## config.mk

```make
export PLATFORM = sky130hd
export DESIGN_NAME = jrb_bus_datapath_flat
export DESIGN_NICKNAME = d
export VERILOG_FILES = /design/src/rtl/jrb_bus_pkg.sv /design/src/rtl/jrb_bus_datapath_if.sv /design/src/rtl/jrb_pc_unit.sv /design/src/rtl/jrb_bus_datapath.sv /design/src/flat_wrapper.sv
export SDC_FILE = /design/constraint.sdc
export NUM_CORES = 1
export LEC_CHECK = 0
export CORE_ASPECT_RATIO = 0.5
export CORE_MARGIN = 2
export CORE_UTILIZATION = 47
export DETAILED_ROUTE_END_ITERATION = 16
export GPL_TIMING_DRIVEN = 1
export HOLD_SLACK_MARGIN = 0.06
export PLACE_DENSITY_LB_ADDON = 0.2
export REMOVE_ABC_BUFFERS = 1
export SLEW_MARGIN = 25
export SYNTH_ARGS = -nofsm -noshare
export SYNTH_HDL_FRONTEND = slang
export SYNTH_SLANG_ARGS = --single-unit
```

## constraint.sdc

```tcl
create_clock -name clk -period 2.3 [get_ports clk]
set_input_delay 0.46 -clock clk [delete_from_list [all_inputs] [get_ports clk]]
set_output_delay 0.46 -clock clk [all_outputs]
set_load 0.1 [all_outputs]
```

## src/rtl/jrb_bus_pkg.sv

```systemverilog
// -----------------------------------------------------------------------------
// jrb_bus_pkg
// Shared constants for the jrb8 bus datapath.
// - Destination codes (in_sel) are fixed.
// - Source codes (out_sel) depend on the GP register count, so they are
//   provided as functions of num_gp.
// - pc_width() derives the program-counter width from the data width.
// No ports (package).
// -----------------------------------------------------------------------------
package jrb_bus_pkg;

    localparam int DEF_DATA_W = 8;
    localparam int PC_W       = 2 * DEF_DATA_W;

    // Destination codes (in_sel)
    localparam int DST_NONE = 0;
    localparam int DST_OUT  = 1;
    localparam int DST_MARL = 2;
    localparam int DST_MARH = 3;
    localparam int DST_JL   = 4;
    localparam int DST_JH   = 5;
    localparam int DST_GP0  = 6;

    // Source codes (out_sel): 0 is ext_in, 1..num_gp are the GP registers
    localparam int SRC_EXT  = 0;
    localparam int SRC_GP0  = 1;

    function automatic int src_alu(input int num_gp);
        return num_gp + 1;
    endfunction

    function automatic int src_rom(input int num_gp);
        return num_gp + 2;
    endfunction

    function automatic int src_ram(input int num_gp);
        return num_gp + 3;
    endfunction

    function automatic int src_pcl(input int num_gp);
        return num_gp + 4;
    endfunction

    function automatic int src_pch(input int num_gp);
        return num_gp + 5;
    endfunction

    function automatic int dst_gp_last(input int num_gp);
        return DST_GP0 + num_gp - 1;
    endfunction

    // Both code spaces need this many distinct values
    function automatic int codes_needed(input int num_gp);
        return num_gp + 6;
    endfunction

    function automatic int pc_width(input int data_w);
        return 2 * data_w;
    endfunction

endpackage

```

## src/rtl/jrb_bus_datapath_if.sv

```systemverilog
// -----------------------------------------------------------------------------
// jrb_bus_datapath_if
// Bus/handshake bundle between the control side (master) and the datapath
// (slave).
// Control -> datapath:
//   ena, in_sel, out_sel, pc_inc, jmp_cond, ext_in, alu_data, rom_data,
//   ram_data, out_ready
// Datapath -> control:
//   bus, gp_flat, pc, mar, out_data, out_valid, stall, bus_err
// -----------------------------------------------------------------------------
interface jrb_bus_datapath_if #(
    parameter int DATA_W = 8,
    parameter int NUM_GP = 3,
    parameter int SEL_W  = 4
);
    logic                     ena;
    logic [SEL_W-1:0]         in_sel;
    logic [SEL_W-1:0]         out_sel;
    logic                     pc_inc;
    logic                     jmp_cond;
    logic [DATA_W-1:0]        ext_in;
    logic [DATA_W-1:0]        alu_data;
    logic [DATA_W-1:0]        rom_data;
    logic [DATA_W-1:0]        ram_data;
    logic [DATA_W-1:0]        bus;
    logic [NUM_GP*DATA_W-1:0] gp_flat;
    logic [2*DATA_W-1:0]      pc;
    logic [2*DATA_W-1:0]      mar;
    logic [DATA_W-1:0]        out_data;
    logic                     out_valid;
    logic                     out_ready;
    logic                     stall;
    logic                     bus_err;

    modport master (
        output ena, in_sel, out_sel, pc_inc, jmp_cond,
        output ext_in, alu_data, rom_data, ram_data, out_ready,
        input  bus, gp_flat, pc, mar, out_data, out_valid, stall, bus_err
    );

    modport slave (
        input  ena, in_sel, out_sel, pc_inc, jmp_cond,
        input  ext_in, alu_data, rom_data, ram_data, out_ready,
        output bus, gp_flat, pc, mar, out_data, out_valid, stall, bus_err
    );

endinterface

```

## src/rtl/jrb_pc_unit.sv

```systemverilog
// -----------------------------------------------------------------------------
// jrb_pc_unit
// Program counter with a staged conditional jump.
// - A DST_JL write loads the jump low byte into jmp_lo.
// - A DST_JH write with jmp_cond=1 loads pc <= {bus, jmp_lo}.
// - Otherwise pc_inc advances pc by one, wrapping at all-ones.
// Ports:
//   clk, rst_n  clock, synchronous active-low reset
//   upd         update permitted this cycle (ena & ~stall)
//   wr_jl       bus destination is the jump low staging register
//   wr_jh       bus destination is the jump high byte
//   jmp_cond    jump condition
//   pc_inc      increment request
//   bus_val     current databus value
//   pc          program counter
// -----------------------------------------------------------------------------
module jrb_pc_unit
    import jrb_bus_pkg::*;
#(
    parameter int DATA_W = 8
) (
    input  logic                          clk,
    input  logic                          rst_n,
    input  logic                          upd,
    input  logic                          wr_jl,
    input  logic                          wr_jh,
    input  logic                          jmp_cond,
    input  logic                          pc_inc,
    input  logic [DATA_W-1:0]             bus_val,
    output logic [pc_width(DATA_W)-1:0]   pc
);

    localparam int PC_BITS = pc_width(DATA_W);

    logic [DATA_W-1:0] jmp_lo;

    always_ff @(posedge clk) begin
        if (!rst_n) begin
            pc     <= '0;
            jmp_lo <= '0;
        end else if (upd) begin
            if (wr_jl) begin
                jmp_lo <= bus_val;
            end
            // A taken jump wins over pc_inc; an untaken one falls through.
            // jmp_lo is left alone so it can be reused by a later jump.
            if (wr_jh && jmp_cond) begin
                pc <= {bus_val, jmp_lo};
            end else if (pc_inc) begin
                pc <= pc + PC_BITS'(1);
            end
        end
    end

endmodule

```

## src/rtl/jrb_bus_datapath.sv

```systemverilog
// -----------------------------------------------------------------------------
// jrb_bus_datapath
// Shared databus mux, NUM_GP general registers, program counter (jrb_pc_unit),
// 2-byte memory address register and an output register with a valid/ready
// handshake toward the display path.
// Ports:
//   clk    clock
//   rst_n  synchronous active-low reset
//   bif    jrb_bus_datapath_if.slave: select codes, pc control, data sources,
//          output handshake in; bus, registers, stall and bus_err out
// -----------------------------------------------------------------------------
module jrb_bus_datapath
    import jrb_bus_pkg::*;
#(
    parameter int DATA_W = 8,
    parameter int NUM_GP = 3,
    parameter int SEL_W  = 4
) (
    input  logic                clk,
    input  logic                rst_n,
    jrb_bus_datapath_if.slave   bif
);

    localparam int PC_BITS = pc_width(DATA_W);

    generate
        if (codes_needed(NUM_GP) > (2 ** SEL_W)) begin : g_sel_check
            $error("jrb_bus_datapath: SEL_W too small for NUM_GP");
        end
    endgenerate

    logic [DATA_W-1:0]  gp [NUM_GP];
    logic [PC_BITS-1:0] pc;
    logic [PC_BITS-1:0] mar;
    logic [DATA_W-1:0]  out_data;
    logic               out_valid;
    logic [DATA_W-1:0]  bus_v;
    logic               src_err;
    logic               dst_err;
    logic               stall;
    logic               upd;
    int                 osel;
    int                 isel;

    assign osel = int'({{(32-SEL_W){1'b0}}, bif.out_sel});
    assign isel = int'({{(32-SEL_W){1'b0}}, bif.in_sel});

    // Source mux; unmapped codes drive zero and flag an error
    always_comb begin
        bus_v   = '0;
        src_err = 1'b0;
        if (osel == SRC_EXT) begin
            bus_v = bif.ext_in;
        end else if (osel <= NUM_GP) begin
            for (int k = 0; k < NUM_GP; k++) begin
                if (osel == SRC_GP0 + k) begin
                    bus_v = gp[k];
                end
            end
        end else if (osel == src_alu(NUM_GP)) begin
            bus_v = bif.alu_data;
        end else if (osel == src_rom(NUM_GP)) begin
            bus_v = bif.rom_data;
        end else if (osel == src_ram(NUM_GP)) begin
            bus_v = bif.ram_data;
        end else if (osel == src_pcl(NUM_GP)) begin
            bus_v = pc[DATA_W-1:0];
        end else if (osel == src_pch(NUM_GP)) begin
            bus_v = pc[PC_BITS-1:DATA_W];
        end else begin
            src_err = 1'b1;
        end
    end

    assign dst_err = (isel > dst_gp_last(NUM_GP));

    // A full output register blocks the whole datapath until it drains
    assign stall = bif.ena & (isel == DST_OUT) & out_valid & ~bif.out_ready;
    assign upd   = bif.ena & ~stall;

    always_ff @(posedge clk) begin
        if (!rst_n) begin
            for (int k = 0; k < NUM_GP; k++) begin
                gp[k] <= '0;
            end
            mar <= '0;
        end else if (upd) begin
            for (int k = 0; k < NUM_GP; k++) begin
                if (isel == DST_GP0 + k) begin
                    gp[k] <= bus_v;
                end
            end
            if (isel == DST_MARL) begin
                mar[DATA_W-1:0] <= bus_v;
            end
            if (isel == DST_MARH) begin
                mar[PC_BITS-1:DATA_W] <= bus_v;
            end
        end
    end

    // A new write takes priority over the drain, giving zero-bubble
    // throughput; the drain itself ignores ena.
    always_ff @(posedge clk) begin
        if (!rst_n) begin
            out_data  <= '0;
            out_valid <= 1'b0;
        end else if (upd && (isel == DST_OUT)) begin
            out_data  <= bus_v;
            out_valid <= 1'b1;
        end else if (out_valid && bif.out_ready) begin
            out_valid <= 1'b0;
        end
    end

    jrb_pc_unit #(
        .DATA_W (DATA_W)
    ) u_pc (
        .clk      (clk),
        .rst_n    (rst_n),
        .upd      (upd),
        .wr_jl    (isel == DST_JL),
        .wr_jh    (isel == DST_JH),
        .jmp_cond (bif.jmp_cond),
        .pc_inc   (bif.pc_inc),
        .bus_val  (bus_v),
        .pc       (pc)
    );

    always_comb begin
        bif.gp_flat = '0;
        for (int k = 0; k < NUM_GP; k++) begin
            bif.gp_flat[k*DATA_W +: DATA_W] = gp[k];
        end
    end

    assign bif.bus       = bus_v;
    assign bif.pc        = pc;
    assign bif.mar       = mar;
    assign bif.out_data  = out_data;
    assign bif.out_valid = out_valid;
    assign bif.stall     = stall;
    assign bif.bus_err   = src_err | dst_err;

endmodule

```

## src/flat_wrapper.sv

```systemverilog
// flat-port wrapper written by rule: the top's interface ports become plain ports
module jrb_bus_datapath_flat import jrb_bus_pkg::*;
#(
    parameter int DATA_W = 8,
    parameter int NUM_GP = 3,
    parameter int SEL_W  = 4
)
  (clk, rst_n, bif_ena, bif_in_sel, bif_out_sel, bif_pc_inc, bif_jmp_cond, bif_ext_in, bif_alu_data, bif_rom_data, bif_ram_data, bif_out_ready, bif_bus, bif_gp_flat, bif_pc, bif_mar, bif_out_data, bif_out_valid, bif_stall, bif_bus_err);
  jrb_bus_datapath_if #(.DATA_W(DATA_W), .NUM_GP(NUM_GP), .SEL_W(SEL_W)) bif_i ();
  input  logic clk;
  input  logic rst_n;
  input wire logic [$bits(bif_i.ena)-1:0] bif_ena;
  input wire logic [$bits(bif_i.in_sel)-1:0] bif_in_sel;
  input wire logic [$bits(bif_i.out_sel)-1:0] bif_out_sel;
  input wire logic [$bits(bif_i.pc_inc)-1:0] bif_pc_inc;
  input wire logic [$bits(bif_i.jmp_cond)-1:0] bif_jmp_cond;
  input wire logic [$bits(bif_i.ext_in)-1:0] bif_ext_in;
  input wire logic [$bits(bif_i.alu_data)-1:0] bif_alu_data;
  input wire logic [$bits(bif_i.rom_data)-1:0] bif_rom_data;
  input wire logic [$bits(bif_i.ram_data)-1:0] bif_ram_data;
  input wire logic [$bits(bif_i.out_ready)-1:0] bif_out_ready;
  output wire logic [$bits(bif_i.bus)-1:0] bif_bus;
  output wire logic [$bits(bif_i.gp_flat)-1:0] bif_gp_flat;
  output wire logic [$bits(bif_i.pc)-1:0] bif_pc;
  output wire logic [$bits(bif_i.mar)-1:0] bif_mar;
  output wire logic [$bits(bif_i.out_data)-1:0] bif_out_data;
  output wire logic [$bits(bif_i.out_valid)-1:0] bif_out_valid;
  output wire logic [$bits(bif_i.stall)-1:0] bif_stall;
  output wire logic [$bits(bif_i.bus_err)-1:0] bif_bus_err;
  assign bif_i.ena = bif_ena;
  assign bif_i.in_sel = bif_in_sel;
  assign bif_i.out_sel = bif_out_sel;
  assign bif_i.pc_inc = bif_pc_inc;
  assign bif_i.jmp_cond = bif_jmp_cond;
  assign bif_i.ext_in = bif_ext_in;
  assign bif_i.alu_data = bif_alu_data;
  assign bif_i.rom_data = bif_rom_data;
  assign bif_i.ram_data = bif_ram_data;
  assign bif_i.out_ready = bif_out_ready;
  assign bif_bus = bif_i.bus;
  assign bif_gp_flat = bif_i.gp_flat;
  assign bif_pc = bif_i.pc;
  assign bif_mar = bif_i.mar;
  assign bif_out_data = bif_i.out_data;
  assign bif_out_valid = bif_i.out_valid;
  assign bif_stall = bif_i.stall;
  assign bif_bus_err = bif_i.bus_err;
  jrb_bus_datapath #(.DATA_W(DATA_W), .NUM_GP(NUM_GP), .SEL_W(SEL_W)) u_core (.clk(clk), .rst_n(rst_n), .bif(bif_i));
endmodule
```

Yosys cells after proc, flatten, opt, wreduce, memory -nomap -nowiden
Memory sizes are Yosys's and may differ from the RTL's.
Cells that the tools add are included.
{ "totals": {"output_inout_bits": 75, "n_memories": 1, "mem_bits_rw": 24, "regBits": 49, "word_cells": 83} }
{ "classes": {"mux": 37, "n_reduce_logical": 10, "n_bitwise": 10, "eq_ne": 16, "n_addsub": 1, "magnitude_cmp": 2} }
{ "memory_table": {"columns": ["memory", "depth", "width", "rd", "rd_clocked_by_memory_dff", "wr", "line_no", "rtl"], "rows": [
  ["u_core.gp", 3, 8, 3, 0, 3, "jrb_bus_datapath.sv:32", "logic [DATA_W-1:0] gp [NUM_GP];"]
]} }
{ "ops": {"columns": ["operator", "n"], "rows": [
  ["$mux 8", 13],
  ["$eq 4x4->1 const B", 10],
  ["$logic_not 32->1", 1],
  ["$mux 16", 2],
  ["$mux 1", 22],
  ["$add 16x1->16 const B", 1],
  ["$eq 4x3->1 const B", 4],
  ["$eq 4x2->1 const B", 2],
  ["$reduce_and 2->1", 4],
  ["$and 1x1->1", 4],
  ["$gt 4x4->1 const B", 1],
  ["$le 4x2->1 const B", 1],
  ["$or 1x1->1", 4],
  ["$reduce_bool 2->1", 2],
  ["$logic_and 1x1->1", 3],
  ["$not 1->1", 2]
]} }

Longest topological paths before layout
Gate-level depths: netlist of the first run.
{ "logic_depth": {"depth_word": 10, "depth_mapped": 8} }

Hierarchy
A second synthesis of the first run with hierarchy kept.
{ "hier_totals": {"cells_unflattened": 422, "area_unflattened_um2": 3839.9} }
{ "by_module_without_submodules": {"columns": ["mod", "seq_area_each_um2", "area_per_inst_um2", "instances", "cells_per_inst"], "rows": [
  ["jrb_bus_datapath", 1221.2, 2528.7, 1, 245],
  ["jrb_pc_unit", 480.5, 1311.3, 1, 177]
]} }

Worst setup path after synthesis of the first run
Ideal clock, no wire load.
{ "synth_timing": {"kind": "flip-flop to output port", "from": "reg u_core.out_valid (netlist: u_core.bif.out_valid)", "to": "out bif_stall", "setup_slack_ns": -0.713, "path_buffers": 0, "arrival_time_ns": 2.553, "stages_incl_launch_ff": 3, "path_cell_list": "dfxtp_1 -> nand2b_1 -> nor2_1"} }
{ "synth_between": {"elab_chain_len": 2} }
{ "synth_rtl": {"columns": ["item", "line_no", "rtl"], "rows": [
  ["from (decl)", "jrb_bus_datapath.sv:36", "logic out_valid;"],
  ["from (signal assigned)", "jrb_bus_datapath.sv:107", "out_valid <= 1'b0;"],
  ["from (signal assigned)", "jrb_bus_datapath.sv:110", "out_valid <= 1'b1;"],
  ["from (signal assigned)", "jrb_bus_datapath.sv:112", "out_valid <= 1'b0;"],
  ["$and 1x1->1 (2 in series)", "jrb_bus_datapath.sv:78", "assign stall = bif.ena & (isel == DST_OUT) & out_valid & ~bif.out_ready;"],
  ["to (decl)", "flat_wrapper.sv:28", "output wire logic [$bits(bif_i.stall)-1:0] bif_stall;"]
]} }
Every way passes these cells.

Final worst setup path of the first run
{ "layout_timing": {"from": "in bif_out_sel[0]", "to": "out bif_bus[3]"} }
{ "layout_between": {"elab_chain_len": 8, "word_cells_on_any_way": 20} }
{ "layout_rtl": {"columns": ["item", "line_no", "rtl"], "rows": [
  ["from (decl)", "flat_wrapper.sv:14", "input wire logic [$bits(bif_i.out_sel)-1:0] bif_out_sel;"],
  ["$eq 4x4->1", "jrb_bus_datapath.sv:68", "end else if (osel == src_pch(NUM_GP)) begin"],
  ["$mux 8", "jrb_bus_datapath.sv:68", null],
  ["$mux 8", "jrb_bus_datapath.sv:66", "end else if (osel == src_pcl(NUM_GP)) begin"],
  ["$mux 8", "jrb_bus_datapath.sv:64", "end else if (osel == src_ram(NUM_GP)) begin"],
  ["$mux 8", "jrb_bus_datapath.sv:62", "end else if (osel == src_rom(NUM_GP)) begin"],
  ["$mux 8", "jrb_bus_datapath.sv:60", "end else if (osel == src_alu(NUM_GP)) begin"],
  ["$mux 8", "jrb_bus_datapath.sv:54", "end else if (osel <= NUM_GP) begin"],
  ["$mux 8 *", "jrb_bus_datapath.sv:52", "if (osel == SRC_EXT) begin"],
  ["to (decl)", "flat_wrapper.sv:22", "output wire logic [$bits(bif_i.bus)-1:0] bif_bus;"]
]} }
Every way passes the cells marked *; elsewhere a longest branch is shown, timed or not.

==> run_results.csv, run 1 <==
group,metric,value,unit
timing,slew_viol_final,0,
clock_tree,cts_max_path_buffers,2,
clock_tree,cts_tree,"yes",
detailed_routing,avgRoutedWirePerCell,22.3,um
worst_setup_path,cp_max_fo,7,
die,ioPinCount,121,
detailed_routing,first_pass_iters,5,
power_and_ir_drop,ir_worst_vdd,0.548,mV
detailed_routing,drt_iter0_markers,522,
clock_tree,cts_hold_buf,0,
die,die_h,68.0,um
logic_synthesis,yosys.cell_types.count,64,
worst_setup_path,worstSetupStartpointType,"primary input",
worst_setup_path,critPathArrivalTime,1890,ps
timing,rsz0062_at_grt,"true",
detailed_routing,vias,4441,
logic_synthesis,ys_ff_latch,73,
logic_synthesis,avgSynthCellArea,9.40,um2
min_path,hold_class,"register to register",
clock_tree,clk_latency,340,ps
clock_tree,root_buffer,"clkbuf_16",
timing,worst_slack,-47.8,ps
finish,final_layout_size_suffix_gt1_share,43.0,%
logic_synthesis,synth-edff-count,24,
timing,worstMarginPinSlew,467,ps
die,coreArea,0.00797,mm2
die,die_w,132,um
logic_synthesis,synth-simple-area-share,18.3,%
logic_synthesis,synth-warning-count,0,
logic_synthesis,syn_area,0.00385,mm2
logic_synthesis,synth_top_family_by_area,"compound AO/OA/AOI/OAI gates",
die,dieArea,0.00897,mm2
die,start_util,48.2,%
timing,finalCriticalPeriod,2350,ps
die,rows,23,
power_and_ir_drop,power_density,617,mW/mm2
logic_synthesis,synth.area.mux_share,7.64,%
power_and_ir_drop,p_total,3.90,mW
timing,holdWs,489,ps
detailed_routing,vias_per_cell,6.23,
flow_run,cap_violations,0,
worst_setup_path,worstSetupEndpointType,"output pin",
detailed_routing,drcViolationCount,0,
clock_tree,numCtsBuffers,9,
detailed_routing,final_antenna_net_count,0,
finish,area_growth,64.3,%
worst_setup_path,slowest_delay,350,ps
worst_setup_path,path_common_cell,"buf_12",
grt,grt_pass1_wl,21.7,mm
outcome,status,"finished with violations",
logic_synthesis,synth_xor_area_share,0,%
worst_setup_path,path_cells,"buf_12, buf_12, buf_4, nor2b_1, a211oi_2, a2111oi_4, nor2_1, inv_1, buf_12",
logic_synthesis,synth-adder-area-share,0.325,%
grt,grt_pass1_vias,4003,
finish,layout_commonest_cell,"buf_4",
grt,grt_usage,32.6,%
grt,grt_max_degree,19,
worst_setup_path,required,1840,ps
timing,fin_crit_sh,102,%
timing,setup_violations,2,
clock_tree,htreeDepth,3,
grt,antenna_found_initial,1,
timing,finalHoldViolCount,0,
logic_synthesis,synthFlopType,"dfxtp_1",
placement,port_buffers,120,
placement,hpwl,10.1,mm
logic_synthesis,synth_cells,409,
clock_tree,numClockSinks,73,
timing,fmax,0.426,GHz
power_and_ir_drop,leakagePower,2.62,nW
worst_setup_path,crit_slowest_cell,"a2111oi_4",
finish,most-common-layout-cells,"buf_4 (135), dfxtp_1 (47), a21oi_1 (35), nor2_1 (35), o21ai_0 (34)",
grt,overflow,0,
logic_synthesis,postSynth.asyncResetShare,0,%
clock_tree,clk_pin_slew_worst_paths,60,ps
worst_setup_path,crit_type,"primary input to output pin",
logic_synthesis,yosysSeqAreaShare,44.2,%
timing,slew_headroom,68.6,%
detailed_routing,routed_wl,15.9,mm
worst_setup_path,crit_family,"buffers and inverters",
placement,gp_congestion,0.974,
outcome,violations,"setup timing",
worst_setup_path,path_buf_inv,5,
logic_synthesis,synth_compound_area_share,24.2,%
finish,final_nets,642,
timing,fin_skew,5.28,ps
## logic make-up after synthesis
logic type      after synthesis
simple gates                133
buf+inv                      42
mux                          22
compound gates              138
flops                        73
fa+ha+maj                     1
## through the flow
step	util, %	instances	worst slack (ps)	TNS, ps	cell area [um2]
4_1_cts	76.1	704	2.83	0	6070
5_1_grt	79.3	713	-103	-321	6320
2_1_floorplan	-	379	-713	-4360	3690
6_report	79.3	713	-47.8	-64.3	6320
3_5_place_dp	69.4	681	-468	-12990	5530
3_3_place_gp	69.4	681	-434	-11330	5530
## worst paths after layout
check	from	endpoint	slack [ps]	depth (start not counted)
max	bif_out_sel[0]	bif_bus[3]	-50	9
min	u_core.u_pc.jmp_lo[1]$_SDFFE_PN0P_	u_core.u_pc.pc[1]$_SDFFE_PN0P_	490	2
max reg2reg	u_core.u_pc.pc[2]$_SDFFE_PN0P_	u_core.u_pc.pc[13]$_SDFFE_PN0P_	340	6
min reg2reg	u_core.u_pc.jmp_lo[1]$_SDFFE_PN0P_	u_core.u_pc.pc[1]$_SDFFE_PN0P_	490	2
## sequential cells by signal, indices dropped and copies added, names as in the netlist
signal                count
u_core.bif.mar           16
u_core.bif.out_data       8
u_core.bif.out_valid      1
u_core.gp                24
u_core.u_pc.jmp_lo        8
u_core.u_pc.pc           16
## metal layers
layer | vias up | part of all wire (%) | track usage (%)
met5 | - | 0 | 0
met4 | 0 | 5.7 | 17.5
met3 | 82 | 11 | 9.70
met2 | 337 | 44 | 52.8
met1 | 2096 | 39 | 40.4
li1 | 1926 | - | -
## cell type report
cell class | count | area [um2]
repair buffers | 205 | 1890
clock buffers | 9 | 225
fillers | 503 | 1650
well taps | 112 | 140
clock inverters | 7 | 75.1
diodes | 1 | 2.50
flip-flops and latches | 73 | 1700
multi-input cells | 294 | 2240
inverters | 12 | 45.0
## tightest hold or removal path: stages, from the launching register on
cell	delay, ps
dfxtp_1	310
nand2_1	50
a311oi_1	80
## cell usage after synthesis, types with 2 or more instances
library cell / count / area, um2
a211oi_1: 17 / 128
nor2b_1: 7 / 43.8
mux2i_1: 8 / 80.1
clkbuf_1: 9 / 33.8
o21ai_0: 34 / 170
or2_2: 3 / 18.8
a221oi_1: 3 / 26.3
nor3_1: 6 / 30.0
mux4_2: 5 / 113
o211ai_1: 3 / 22.5
nand3b_1: 2 / 15.0
a21o_1: 2 / 15.0
a32oi_1: 2 / 17.5
nand4_1: 6 / 37.5
a2111oi_2: 3 / 45.0
inv_1: 11 / 41.3
nor2_2: 2 / 12.5
buf_2: 12 / 60.1
a22oi_1: 4 / 30.0
a21oi_2: 5 / 43.8
edfxtp_1: 24 / 721
o41ai_1: 2 / 17.5
nand4b_1: 2 / 17.5
dfxtp_1: 49 / 981
nand2b_1: 3 / 18.8
buf_4: 8 / 60.1
a21oi_1: 40 / 200
nand3_1: 16 / 80.1
o22ai_1: 2 / 12.5
a31oi_1: 4 / 25.0
and3_1: 8 / 50.1
nand2_1: 20 / 75.1
mux2_2: 8 / 90.1
nor4_1: 6 / 37.5
o31ai_1: 4 / 30.0
and4_1: 2 / 17.5
and2_1: 3 / 18.8
or3_1: 2 / 12.5
nor2_1: 37 / 139
## repair_timing
item	CTS	global route
setup buffers	5	7
setup endpoints to repair	8	9
gates resized for setup	74	42
cloned	2	1
pin swaps	14	12
## report_power, final
group,internal [mW],switching (mW)
registers,1.37,0.0288
logic,0.376,0.679
clock network,0.848,0.601
(Power assumes the default switching activity.)
==> inputs of run 2 (changes only) <==
==> constraint.sdc (replaced) <==
create_clock -name clk -period 2.3 [get_ports clk]
set_input_delay 0.23 -clock clk [delete_from_list [all_inputs] [get_ports clk]]
set_output_delay 0.23 -clock clk [all_outputs]
set_load 0.1 [all_outputs]
==> run 2 against run 1 <==
  * The run still ends with setup timing left
  * Clock power barely moved
  * Routed wire length is 14% lower
  * Total power down 2.4%
  * Highest routed layer unchanged
==> run_results.csv, run 2 (same netlist as run 1, synthesis figures left out) <==
group,metric,value,unit
worst_setup_path,crit_type,"primary input to output pin",
detailed_routing,first_pass_iters,5,
timing,worstMarginPinSlew,477,ps
die,die_h,68.0,um
die,coreArea,0.00797,mm2
worst_setup_path,path_buf_inv,5,
worst_setup_path,worstSetupStartpointType,"primary input",
outcome,status,"finished with violations",
worst_setup_path,slowest_delay,520,ps
finish,most-common-layout-cells,"buf_4 (131), dfxtp_1 (49), clkdlybuf4s50_1 (43)",
finish,final_layout_size_suffix_gt1_share,35.7,%
grt,antenna_found_initial,0,
placement,port_buffers,120,
clock_tree,numCtsBuffers,9,
die,dieArea,0.00897,mm2
timing,rsz0062_at_grt,"true",
die,ioPinCount,121,
clock_tree,clk_pin_slew_worst_paths,60,ps
finish,top_regs,"u_core.gp x24, u_core.bif.mar x16, u_core.u_pc.pc x16",
detailed_routing,vias,4100,
finish,area_growth,54.0,%
outcome,violations,"setup timing",
detailed_routing,avgRoutedWirePerCell,19.7,um
placement,post-place-ws,-120,ps
detailed_routing,drcViolationCount,0,
die,start_util,48.2,%
finish,final_core_util,74.3,%
clock_tree,htreeDepth,3,
timing,setup_tns,-50.5,ps
clock_tree,numClockSinks,73,
die,rows,23,
power_and_ir_drop,power_density,643,mW/mm2
flow_run,cap_violations,0,
worst_setup_path,worstSetupEndpointType,"output pin",
finish,layout_commonest_cell,"buf_4",
worst_setup_path,critPathArrivalTime,2090,ps
timing,finalHoldViolCount,0,
min_path,hold_class,"register to register",
power_and_ir_drop,leakagePower,2.39,nW
clock_tree,cts_tree,"yes",
grt,overflow,0,
timing,fmax,0.430,GHz
timing,worst_slack,-22.9,ps
finish,final_nets,628,
worst_setup_path,crit_family,"buffers and inverters",
worst_setup_path,path_cells,"clkdlybuf4s50_1, buf_6, nor3b_2, buf_4, nand3_1, a21oi_1, a21oi_2, inv_1, buf_12",
timing,slew_headroom,67.9,%
detailed_routing,vias_per_cell,5.87,
grt,grt_usage,30.3,%
grt,grt_pass1_vias,3786,
clock_tree,cts_max_path_buffers,2,
finish,top_register,"u_core.gp",
placement,hpwl,9.88,mm
grt,grt_pass1_wl,20.3,mm
placement,gp_congestion,0.922,
clock_tree,cts_hold_buf,0,
timing,fin_skew,6.24,ps
power_and_ir_drop,p_total,3.81,mW
detailed_routing,routed_wl,13.8,mm
timing,finalCriticalPeriod,2320,ps
power_and_ir_drop,ir_worst_vdd,0.473,mV
finish,antenna_cells,0,
grt,grt_max_degree,24,
finish,final.fill_count,603,
clock_tree,clk_latency,340,ps
clock_tree,root_buffer,"clkbuf_16",
detailed_routing,drt_iter0_markers,392,
finish,largest_reg_flops,24,
timing,setup_violations,3,
die,die_w,132,um
timing,slew_viol_final,0,
detailed_routing,final_antenna_net_count,0,
worst_setup_path,cp_max_fo,9,
worst_setup_path,crit_slowest_cell,"clkdlybuf4s50_1",
timing,fin_crit_sh,101,%
worst_setup_path,required,2070,ps
[run 2: cell count changes in the layout (fill, tap and decap cells not counted), moves of 5 or more]
cell	before	now
inv_1	4	10
dlygate4sd2_1	13	1
clkdlybuf4s50_1	22	43
mux2_4	5	0
inv_2	8	2
dlymetal6s2s_1	6	1
[run 2: per-stage QoR]
step           hold WS, ps  cell area [um2]  cells
6_report               480             5920    698
5_1_grt                490             5920    698
4_1_cts                481             5800    689
3_5_place_dp           474             5410    667
3_3_place_gp           466             5410    667
2_1_floorplan          358             3690    379
[run 2: final cells by class]
type | instances | area, um2 | share of cell area [%]
clock buffers | 11 | 243 | 4.10
inverters | 12 | 45.0 | 0.761
multi-input cells | 294 | 2000 | 33.8
repair buffers | 191 | 1730 | 29.2
well taps | 112 | 140 | 2.37
clock inverters | 5 | 61.3 | 1.04
flip-flops and latches | 73 | 1700 | 28.7
[run 2: layer usage]
| metal | GRT usage, % | vias to the layer above | part of all wire, % |
|---|---|---|---|
| met5 | 0 | - | 0 |
| met4 | 11.1 | 0 | 2.4 |
| met3 | 8.59 | 31 | 9.1 |
| met2 | 50.5 | 215 | 47 |
| met1 | 38.6 | 1946 | 42 |
| li1 | - | 1908 | - |
[run 2: worst min-delay path, cell delays in order (launching register included)]
cell and delay [ps]:
dfxtp_1 310, nand2_1 50, a311oi_1 70
[run 2: final timing paths]
kind / start / end / slack (ps) / cells after the start
max reg2reg: u_core.u_pc.pc[8]$_SDFFE_PN0P_ / u_core.u_pc.pc[13]$_SDFFE_PN0P_ / 300 / 5
min: u_core.u_pc.jmp_lo[1]$_SDFFE_PN0P_ / u_core.u_pc.pc[1]$_SDFFE_PN0P_ / 480 / 2
max: bif_out_sel[3] / bif_bus[7] / -20 / 9
min reg2reg: u_core.u_pc.jmp_lo[1]$_SDFFE_PN0P_ / u_core.u_pc.pc[1]$_SDFFE_PN0P_ / 480 / 2
[run 2: timing repair]
item                       in CTS  in global routing
cloned                          1                  0
resized for setup               6                 10
setup endpoints to repair       6                  8
pin swaps                       1                  3
buffers inserted                5                  9
[run 2: report_power, final]
| part | switching [mW] | total [mW] | internal [mW] |
|---|---|---|---|
| Sequential | 0.0273 | 1.39 | 1.37 |
| Combinational | 0.618 | 0.961 | 0.343 |
| Clock | 0.572 | 1.45 | 0.878 |
